$ cat config.mk
export PLATFORM = sky130hd
export DESIGN_NAME = ra_nr1w_sdr_init
export DESIGN_NICKNAME = d
export VERILOG_FILES = /design/src/rtl/ra_nr1w_sdr_init.sv
export SDC_FILE = /design/constraint.sdc
export NUM_CORES = 1
export LEC_CHECK = 0
export BUFFER_PORTS_ARGS = -buffer_cell sky130_fd_sc_hd__buf_2
export CAP_MARGIN = 10
export CORE_UTILIZATION = 26
export DETAILED_ROUTE_END_ITERATION = 12
export PLACE_DENSITY = 0.49
export SLEW_MARGIN = 20
export SYNTH_ARGS = -nofsm -noshare
export SYNTH_HDL_FRONTEND = slang
export SYNTH_SLANG_ARGS = --single-unit
$ cat constraint.sdc
create_clock -name clk -period 5.2 [get_ports clk]
set_input_delay 0.78 -clock clk [delete_from_list [all_inputs] [get_ports clk]]
set_output_delay 0.78 -clock clk [all_outputs]
set_load 0.01 [all_outputs]
$ cat src/rtl/ra_nr1w_sdr_init.sv
// ============================================================================
// ra_nr1w_sdr_init : N-read/1-write SDR register array, optional write bypass
//                    and post-reset zero-fill sweep.
// Revision: 1.0
// ============================================================================
`default_nettype none

module ra_nr1w_sdr_init #(
  parameter int DEPTH    = 32,
  parameter int AWIDTH   = 5,
  parameter int DWIDTH   = 32,
  parameter int NRD      = 2,
  parameter int LATCHRD  = 1,
  parameter int BYPASS   = 1,
  parameter int INITZERO = 1
) (
  input  logic                    clk,
  input  logic                    reset,
  output logic                    busy_o,
  input  logic [NRD-1:0]          rd_enb_i,
  input  logic [NRD*AWIDTH-1:0]   rd_adr_i,
  output logic [NRD*DWIDTH-1:0]   rd_dat_o,
  output logic [NRD-1:0]          rd_vld_o,
  input  logic                    wr_enb_i,
  input  logic [AWIDTH-1:0]       wr_adr_i,
  input  logic [DWIDTH-1:0]       wr_dat_i
);

  localparam int                IW      = (DEPTH > 1) ? $clog2(DEPTH) : 1;
  localparam logic [AWIDTH:0]   C_DEPTH = (AWIDTH+1)'(DEPTH);
  localparam logic [IW-1:0]     C_LAST  = IW'(DEPTH - 1);

  typedef enum logic [0:0] {
    ST_INIT  = 1'b0,
    ST_READY = 1'b1
  } state_t;

  state_t                  state_q;
  logic [IW-1:0]           cnt_q;
  logic                    busy_q;

  logic [NRD-1:0]          rd_enb_d;
  logic                    wr_enb_d;
  logic [NRD-1:0]          rd_enb_q;
  logic [NRD*AWIDTH-1:0]   rd_adr_q;
  logic                    wr_enb_q;
  logic [AWIDTH-1:0]       wr_adr_q;
  logic [DWIDTH-1:0]       wr_dat_q;

  logic [DWIDTH-1:0]       mem_q [DEPTH];
  logic                    w_wr_hit;

  // Requests arriving while the sweep runs are discarded at the input stage.
  assign rd_enb_d = busy_q ? '0 : rd_enb_i;
  assign wr_enb_d = busy_q ? 1'b0 : wr_enb_i;

  always_ff @(posedge clk) begin
    if (reset) begin
      rd_enb_q <= '0;
      rd_adr_q <= '0;
      wr_enb_q <= 1'b0;
      wr_adr_q <= '0;
      wr_dat_q <= '0;
    end else begin
      rd_enb_q <= rd_enb_d;
      rd_adr_q <= rd_adr_i;
      wr_enb_q <= wr_enb_d;
      wr_adr_q <= wr_adr_i;
      wr_dat_q <= wr_dat_i;
    end
  end

  always_ff @(posedge clk) begin
    if (reset) begin
      state_q <= (INITZERO != 0) ? ST_INIT : ST_READY;
      cnt_q   <= '0;
      busy_q  <= (INITZERO != 0);
    end else begin
      case (state_q)
        ST_INIT: begin
          cnt_q <= cnt_q + 1'b1;
          if (cnt_q == C_LAST) begin
            state_q <= ST_READY;
            busy_q  <= 1'b0;
            cnt_q   <= '0;
          end
        end
        default: busy_q <= 1'b0;
      endcase
    end
  end

  assign busy_o   = busy_q;
  assign w_wr_hit = wr_enb_q && ({1'b0, wr_adr_q} < C_DEPTH);

  always_ff @(posedge clk) begin
    if (state_q == ST_INIT) begin
      mem_q[cnt_q] <= '0;
    end else if (w_wr_hit && !reset) begin
      mem_q[wr_adr_q[IW-1:0]] <= wr_dat_q;
    end
  end

  for (genvar i = 0; i < NRD; i++) begin : g_rd
    logic [AWIDTH-1:0] w_adr;
    logic              w_in_rng;
    logic              w_byp;
    logic [DWIDTH-1:0] w_dat;

    assign w_adr    = rd_adr_q[i*AWIDTH +: AWIDTH];
    assign w_in_rng = ({1'b0, w_adr} < C_DEPTH);
    assign w_byp    = (BYPASS != 0) && w_wr_hit && (w_adr == wr_adr_q);

    always_comb begin
      w_dat = '0;
      if (w_in_rng) begin
        w_dat = w_byp ? wr_dat_q : mem_q[w_adr[IW-1:0]];
      end
    end

    if (LATCHRD != 0) begin : g_latch
      logic [DWIDTH-1:0] rd_dat_q;
      logic              rd_vld_q;

      // Data register only loads on a read so idle ports hold the last result.
      always_ff @(posedge clk) begin
        if (reset) begin
          rd_dat_q <= '0;
          rd_vld_q <= 1'b0;
        end else begin
          rd_vld_q <= rd_enb_q[i];
          if (rd_enb_q[i]) begin
            rd_dat_q <= w_dat;
          end
        end
      end

      assign rd_dat_o[i*DWIDTH +: DWIDTH] = rd_dat_q;
      assign rd_vld_o[i]                  = rd_vld_q;
    end else begin : g_comb
      assign rd_dat_o[i*DWIDTH +: DWIDTH] = rd_enb_q[i] ? w_dat : '0;
      assign rd_vld_o[i]                  = rd_enb_q[i];
    end
  end

endmodule

`default_nettype wire
==> run_results.csv, run 1 <==
group,metric,value,unit
status,status,"finished, final reports clean",
clock_tree,numCtsBuffers,117,
logic_synthesis,synth_commonest_cells,"edfxtp_1, mux4_2, mux2i_1",
clock_tree,cts.reportedPaths.clkPinSlew,0.06,ns
logic_synthesis,synth_seq_cells,1147,
worst_setup_path,cp_num_buf_inv,2,
worst_setup_path,cp.arrival,4.18,ns
logic_synthesis,yosys.area.top_type,"edfxtp_1",
drt,vias,30520,
worst_setup_path,path_cells,"and3b_2 > buf_4 > mux2i_1 > nand2_1 > nor2_4 > buf_4",
logic_synthesis,synth.area.top_cells,"edfxtp_1, mux4_2, dfxtp_1",
global_routing,grtUsageTotal,17.77,%
clock_tree,clock_latency,0.76,ns
clock_tree,cts_resized,0,
cells_and_area,fin_util,30.33,%
timing,maxSlewViolCount,0,
logic_synthesis,syn_inst,2867,
die,core-area,200500,um2
cells_and_area,nets,3051,
logic_synthesis,synth_warnings,0,
timing,fmax,265.5,MHz
power,peakVddDrop,0.2523,mV
logic_synthesis,ys_seq_area_share,63.12,%
logic_synthesis,syn-cell-area,52620,um2
flow_run,maxCapViolCount,0,
min_path,hold_class,"input pin to register",
placed_design,globalplace.congestion,0.8201,
timing,timing.final.hold_violations,0,
worst_setup_path,required,5.61,ns
drt,dr.pass1.iters,5,
global_routing,gr-total-overflow,0,
clock_tree,post_cts.repair.setup_buffers,0,
placed_design,portBuffers,118,
timing,period_needed,3.766,ns
worst_setup_path,end_kind,"register",
timing,holdWs,0.2352,ns
timing,maxSlewHeadroom,12.94,%
global_routing,antenna_found_initial,2,
power,p_leak,16.33,nW
drt,route.detailed.wl_per_inst,31.97,um
worst_setup_path,crit_slowest_cell,"nor2_4",
cells_and_area,fill_cells,19420,
worst_setup_path,critPathMaxFanout,17,
drt,ant_nets,0,
logic_synthesis,netlist.area_leader.share,58.44,%
placed_design,place_hpwl,115.7,mm
clock_tree,cts.sink_count,1147,
timing,rsz0062_at_grt,"no",
cells_and_area,area_delta_synth_final,15.56,%
logic_synthesis,yosysMostFrequentCell,"edfxtp_1",
timing,fin_crit_sh,72.43,%
worst_setup_path,criticalPathCategory,"register to register",
clock_tree,holdBufCountCts,0,
clock_tree,cts-root-buf,"clkbuf_16",
timing,clock_skew,0.03726,ns
logic_synthesis,syn_avg_cell_area,18.35,um2
cells_and_area,design_area,60800,um2
worst_setup_path,cp_common_cell,"buf_4",
global_routing,grt_max_degree,121,
die,core.rowCount,164,
placed_design,placed_area,56660,um2
clock_tree,htreeDepth,3,
clock_tree,tritoncts,"yes",
die,ios,119,
die,die-height,451.9,um
worst_setup_path,worst_setup_path_start_kind,"register",
global_routing,grt_pass1_wl,255.2,mm
logic_synthesis,netlist-cell-type-count,70,
logic_synthesis,syn_nets,2921,
die,initial_core_util,26.25,%
power,power_density,337.7,nW/um2
die,dieArea,204200,um2
logic_synthesis,async_flop_share,0,%
timing,tightest_slew,1.301,ns
drt,drc_errors,0,
timing,finalSetupTns,0,ns
placed_design,dp_slack,1.099,ns
die,fp.dieW,451.9,um
drt,via_per_inst,5.302,
timing,fin_ws,1.434,ns
worst_setup_path,cpLargestDelayFamily,"simple AND/OR/NAND/NOR gates",
logic_synthesis,synth-main-ff-cell,"edfxtp_1",
drt,drtIter0Drc,3005,
cells_and_area,drive_above_1_share,32.35,%
clock_tree,clock_path_buffers,3,
logic_synthesis,synth-edff-count,1024,
drt,wirelength,184.0,mm
timing,setup_viol,0,
global_routing,grt_pass1_vias,30690,
worst_setup_path,cp_slowest_stage_delay,0.68,ns
==> stage by stage <==
stage	total power, mW	cells
5_1_grt	21.06	5754
6_report	20.54	5757
3_3_place_gp	11.65	5531
4_1_cts	20.71	5752
3_5_place_dp	11.65	5533
2_1_floorplan	11.11	2867
==> sequential cells by signal, summed over array words and instances, names as in the netlist <==
name                   count
busy_o                     1
cnt_q                      5
g_rd.g_latch.rd_dat_q     64
g_rd.g_latch.rd_vld_q      2
mem_q                   1024
rd_adr_q                  10
rd_enb_q                   2
state_q                    1
w_wr_hit                   1
wr_adr_q                   5
wr_dat_q                  32
==> worst register-to-register path: stages (launching register included) <==
cell     delay (ns)
dfxtp_1        0.56
and3b_2        0.35
buf_4          0.36
mux2i_1        0.58
nand2_1        0.41
nor2_4         0.68
buf_4          0.48
==> worst paths after layout <==
kind | startpoint | to | slack (ns) | cells past startpoint
setup / recovery | state_q$_SDFF_PP0_ | mem_q[15][21]$_DFFE_PP_ | 1.43 | 6
hold reg to reg | g_rd[0].g_latch.rd_dat_q[25]$_SDFFE_PP0P_ | g_rd[0].g_latch.rd_dat_q[25]$_SDFFE_PP0P_ | 0.50 | 2
setup reg to reg | state_q$_SDFF_PP0_ | mem_q[15][21]$_DFFE_PP_ | 1.43 | 6
hold / removal | wr_dat_i[3] | wr_dat_q[3]$_SDFF_PP0_ | 0.24 | 2
==> layout make-up <==
type                            instances  area, um2  share of cell area, %
Sequential cell                      1147      33250                  54.68
Multi-Input combinational cell       1474      18240                  29.99
Tap cell                             2656       3323                  5.466
Clock buffer                          134       3032                  4.986
Timing Repair Buffer                  246       1839                  3.025
Clock inverter                         85       1074                  1.766
Inverter                               11      41.29                0.06791
Antenna cell                            4      10.01                0.01646
==> cell families after synthesis <==
family | after synthesis | synth area share [%]
compound gates | 414 | 5.645
xor+xnor | 10 | 0.1665
mux | 685 | 24.61
buf+inv | 246 | 2.820
flops | 1147 | 63.12
fa+ha+maj | 2 | 0.04755
simple gates | 363 | 3.591
==> layout by cell type (no fill, tap or decap), types with 28 or more instances in the layout <==
cell       instances
a21oi_1           70
a22oi_1           98
and2_1            29
buf_2            117
buf_4            106
clkbuf_16        117
clkinv_2          28
dfxtp_1          111
edfxtp_1        1024
mux2i_1          188
mux4_2           463
nand2_1           43
nor2_1            84
nor2_4            34
nor2b_1           52
o21ai_0           54
==> routing by layer <==
layer / up-vias / GRT usage (%) / routed length (um)
met4: 0 / 7.172 / 7843
met5: - / 0 / 0
met2: 1230 / 29.95 / 90500
met1: 16590 / 23.02 / 74440
li1: 12430 / - / -
met3: 277 / 2.394 / 11260
==> power breakdown <==
| part | switching, mW | total (mW) | internal (mW) |
|---|---|---|---|
| combinational | 0.793 | 1.29 | 0.499 |
| clock | 3.80 | 9.09 | 5.29 |
| sequential | 0.138 | 10.2 | 10.0 |
| total | 4.73 | 20.5 | 15.8 |
Power figures use the tool's default switching activity.
==> inputs of run 2 (changes only) <==
- ABC_AREA: not set -> 1
- clock period: 5.2 -> 3.84 ns (I/O delays scaled with it)
==> run_results.csv, run 2 <==
group,metric,value,unit
status,status,"finished, final reports clean",
global_routing,grtUsageTotal,18.89,%
drt,ant_nets,0,
worst_setup_path,worst_setup_path_start_kind,"register",
cells_and_area,nets,6762,
clock_tree,clock_latency,0.77,ns
power,switchingPower,7.371,mW
logic_synthesis,synth_warnings,0,
worst_setup_path,criticalPathCategory,"register to register",
logic_synthesis,syn_nets,6765,
clock_tree,numCtsBuffers,119,
min_path,whs_endpoint,"wr_adr_q[3]$_SDFF_PP0_",
logic_synthesis,yosys.area.top_type,"edfxtp_1",
cells_and_area,drive_above_1_share,8.358,%
power,p_leak,26.21,nW
worst_setup_path,reg2regPathDepth,7,
worst_setup_path,r2r_start,"state_q$_SDFF_PP0_",
power,p_int,21.43,mW
clock_tree,cts-root-buf,"clkbuf_16",
timing,timing.final.hold_violations,0,
clock_tree,cts.reportedPaths.clkPinSlew,0.07,ns
logic_synthesis,syn_avg_cell_area,8.463,um2
worst_setup_path,required,4.30,ns
logic_synthesis,ys_seq_area_share,58.48,%
drt,dr.pass1.iters,7,
worst_setup_path,end_kind,"register",
logic_synthesis,async_flop_share,0,%
drt,wirelength,214.5,mm
placed_design,place_hpwl,127.2,mm
logic_synthesis,syn_inst,6711,
die,dieArea,220300,um2
power,p_sw_share,25.60,%
cells_and_area,mostFrequentLayoutCells,"nand2_1, nand3_1, edfxtp_1",
drt,via_per_inst,5.010,
worst_setup_path,cp_num_buf_inv,2,
placed_design,globalplace.congestion,0.8766,
drt,drtIter0Drc,4945,
timing,tightest_slew,1.004,ns
clock_tree,clock_path_buffers,3,
clock_tree,htreeDepth,3,
min_path,min_from,"wr_adr_i[3]",
cells_and_area,diodes,0,
timing,maxSlewHeadroom,33.08,%
timing,setup_viol,0,
logic_synthesis,yosysMostFrequentCell,"nand2_1",
timing,period_needed,2.916,ns
power,p_seq_share,47.3,%
global_routing,gr-total-overflow,0,
die,initial_core_util,26.15,%
clock_tree,cts_resized,0,
cells_and_area,area_delta_synth_final,15.62,%
logic_synthesis,netlist.area_leader.share,54.14,%
logic_synthesis,synth_seq_cells,1147,
die,core.rowCount,171,
timing,fin_crit_sh,75.94,%
cells_and_area,top_register,"mem_q",
drt,drc_errors,0,
cells_and_area,largest_reg_flops,1024,
cells_and_area,final_common_cell,"nand2_1",
logic_synthesis,synth-edff-count,1024,
power,comb_power_share,9.4,%
worst_setup_path,cp.arrival,3.38,ns
clock_tree,cts.sink_count,1147,
timing,clock_skew,0.02557,ns
drt,route.detailed.wl_per_inst,22.20,um
worst_setup_path,path_cells,"nand3_2 > o21ai_0 > inv_1 > nor2_1 > nand2_1 > nor2_4 > buf_12",
die,die-height,469.4,um
worst_setup_path,critPathMaxFanout,21,
drt,vias,48410,
global_routing,grt_pass1_vias,46610,
clock_tree,tritoncts,"yes",
power,power_density,438.6,nW/um2
min_path,hold_depth,3,
global_routing,antenna_found_initial,0,
placed_design,portBuffers,118,
logic_synthesis,syn-cell-area,56790,um2
cells_and_area,fill_cells,22510,
worst_setup_path,r2r_setup_slack,0.92,ns
die,fp.dieW,469.4,um
logic_synthesis,netlist-cell-type-count,23,
power,power.total,28.80,mW
die,ios,119,
worst_setup_path,r2r-end,"mem_q[12][16]$_DFFE_PP_",
clock_tree,post_cts.repair.setup_buffers,0,
flow_run,maxCapViolCount,0,
logic_synthesis,synth.area.top_cells,"edfxtp_1, nand2_1, nand3_1",
timing,fmax,342.9,MHz
timing,rsz0062_at_grt,"no",
timing,finalSetupTns,0,ns
worst_setup_path,cp_slowest_stage_delay,0.52,ns
global_routing,grt_max_degree,126,
power,clkPwrFrac,43.2,%
cells_and_area,reg.largest.list,"mem_q: 1024 flops, g_rd.g_latch.rd_dat_q: 64 flops, wr_dat_q: 32 flops",
worst_setup_path,cpLargestDelayFamily,"simple AND/OR/NAND/NOR gates",
power,peakVddDrop,0.3594,mV
logic_synthesis,synth-main-ff-cell,"edfxtp_1",
die,core-area,217200,um2
timing,maxSlewViolCount,0,
min_path,hold_class,"input pin to register",
worst_setup_path,crit_slowest_cell,"nor2_4",
logic_synthesis,synth_commonest_cells,"nand2_1, nand3_1, edfxtp_1",
global_routing,grt_pass1_wl,313.8,mm
[run 2: cell count changes in the layout (fill, tap and decap cells not counted), moves of 46 or more]
cell | before | now
a22oi_1 | 98 | 0
buf_4 | 106 | 154
dlygate4sd3_1 | 0 | 46
inv_1 | 9 | 256
mux2i_1 | 188 | 0
mux4_2 | 463 | 0
nand2_1 | 43 | 2737
nand3_1 | 9 | 1628
nor2_1 | 84 | 234
nor2b_1 | 52 | 0
[run 2: what timing repair did]
action                                  CTS  global route
hold endpoints to repair                 46             0
hold buffers                             46             0
endpoints found under the setup margin    0             0
[run 2: worst max path at each step]
stage / startpoint / endpoint / slack, ns / cells after the start
after floorplan: reset / mem_q[0][0]$_DFFE_PP_ / 0.49 / 9
after global placement: reset / mem_q[12][21]$_DFFE_PP_ / 0.45 / 9
after detailed placement: reset / mem_q[12][21]$_DFFE_PP_ / 0.60 / 9
after CTS: state_q$_SDFF_PP0_ / mem_q[12][19]$_DFFE_PP_ / 0.96 / 7
after global routing: state_q$_SDFF_PP0_ / mem_q[26][11]$_DFFE_PP_ / 0.70 / 5
final: state_q$_SDFF_PP0_ / mem_q[12][16]$_DFFE_PP_ / 0.92 / 7
[run 2: metal layers]
metal | vias up | GRT usage [%] | part of all wire, %
met2 | 1987 | 30.79 | 47
met5 | - | 0 | 0
li1 | 22420 | - | -
met3 | 445 | 2.689 | 6.2
met1 | 23560 | 24.29 | 41
met4 | 0 | 9.807 | 5.5
[run 2: stage by stage]
step                hold WS [ns]  area, um2  util (%)  cells  setup slack (ns)
floorplan                 0.4484      56790         -   6711            0.4929
global placement          0.4846      61060     28.12   9395            0.4497
detailed placement        0.4874      61060     28.12   9395            0.6006
CTS                     0.006894      65660     30.24   9662            0.9604
global route             0.02427      65660     30.24   9662            0.6959
finish                   0.05156      65660     30.24   9662            0.9240
[run 2: tightest hold or removal path: cells and delay by family]
family | cells | cell delay (ns)
and+or+nand+nor | 1 | 0.05
buffers and inverters | 2 | 0.14
[run 2: kinds of logic (layout without fill, tap and decap cells)]
family          Yosys count  count (layout)  synth area share (%)
compound gates          165             165                 1.489
flops                  1147            1147                 58.48
xor+xnor                  2               2               0.03085
fa+ha+maj                 2               2               0.04406
buf+inv                 749             846                 5.614
simple gates           4646            4646                 34.34
[run 2: area by class of cell]
type | instances | area, um2 | share of cell area (%)
clock buffer | 159 | 3513 | 5.351
clock inverter | 62 | 629.4 | 0.9585
inverter | 268 | 1050 | 1.599
multi-input combinational | 4815 | 20660 | 31.47
sequential | 1147 | 33250 | 50.63
tap | 2854 | 3571 | 5.438
timing repair buffer | 357 | 2988 | 4.550
[run 2: power groups by stage]
stage | Combinational [mW] | Clock (mW) | Sequential [mW]
2_1_floorplan | 1.52 | 0 | 13.9
5_1_grt | 2.88 | 13.1 | 13.6
3_3_place_gp | 2.65 | 0 | 13.9
3_5_place_dp | 2.66 | 0 | 13.9
4_1_cts | 2.70 | 12.6 | 13.6
6_report | 2.71 | 12.5 | 13.6
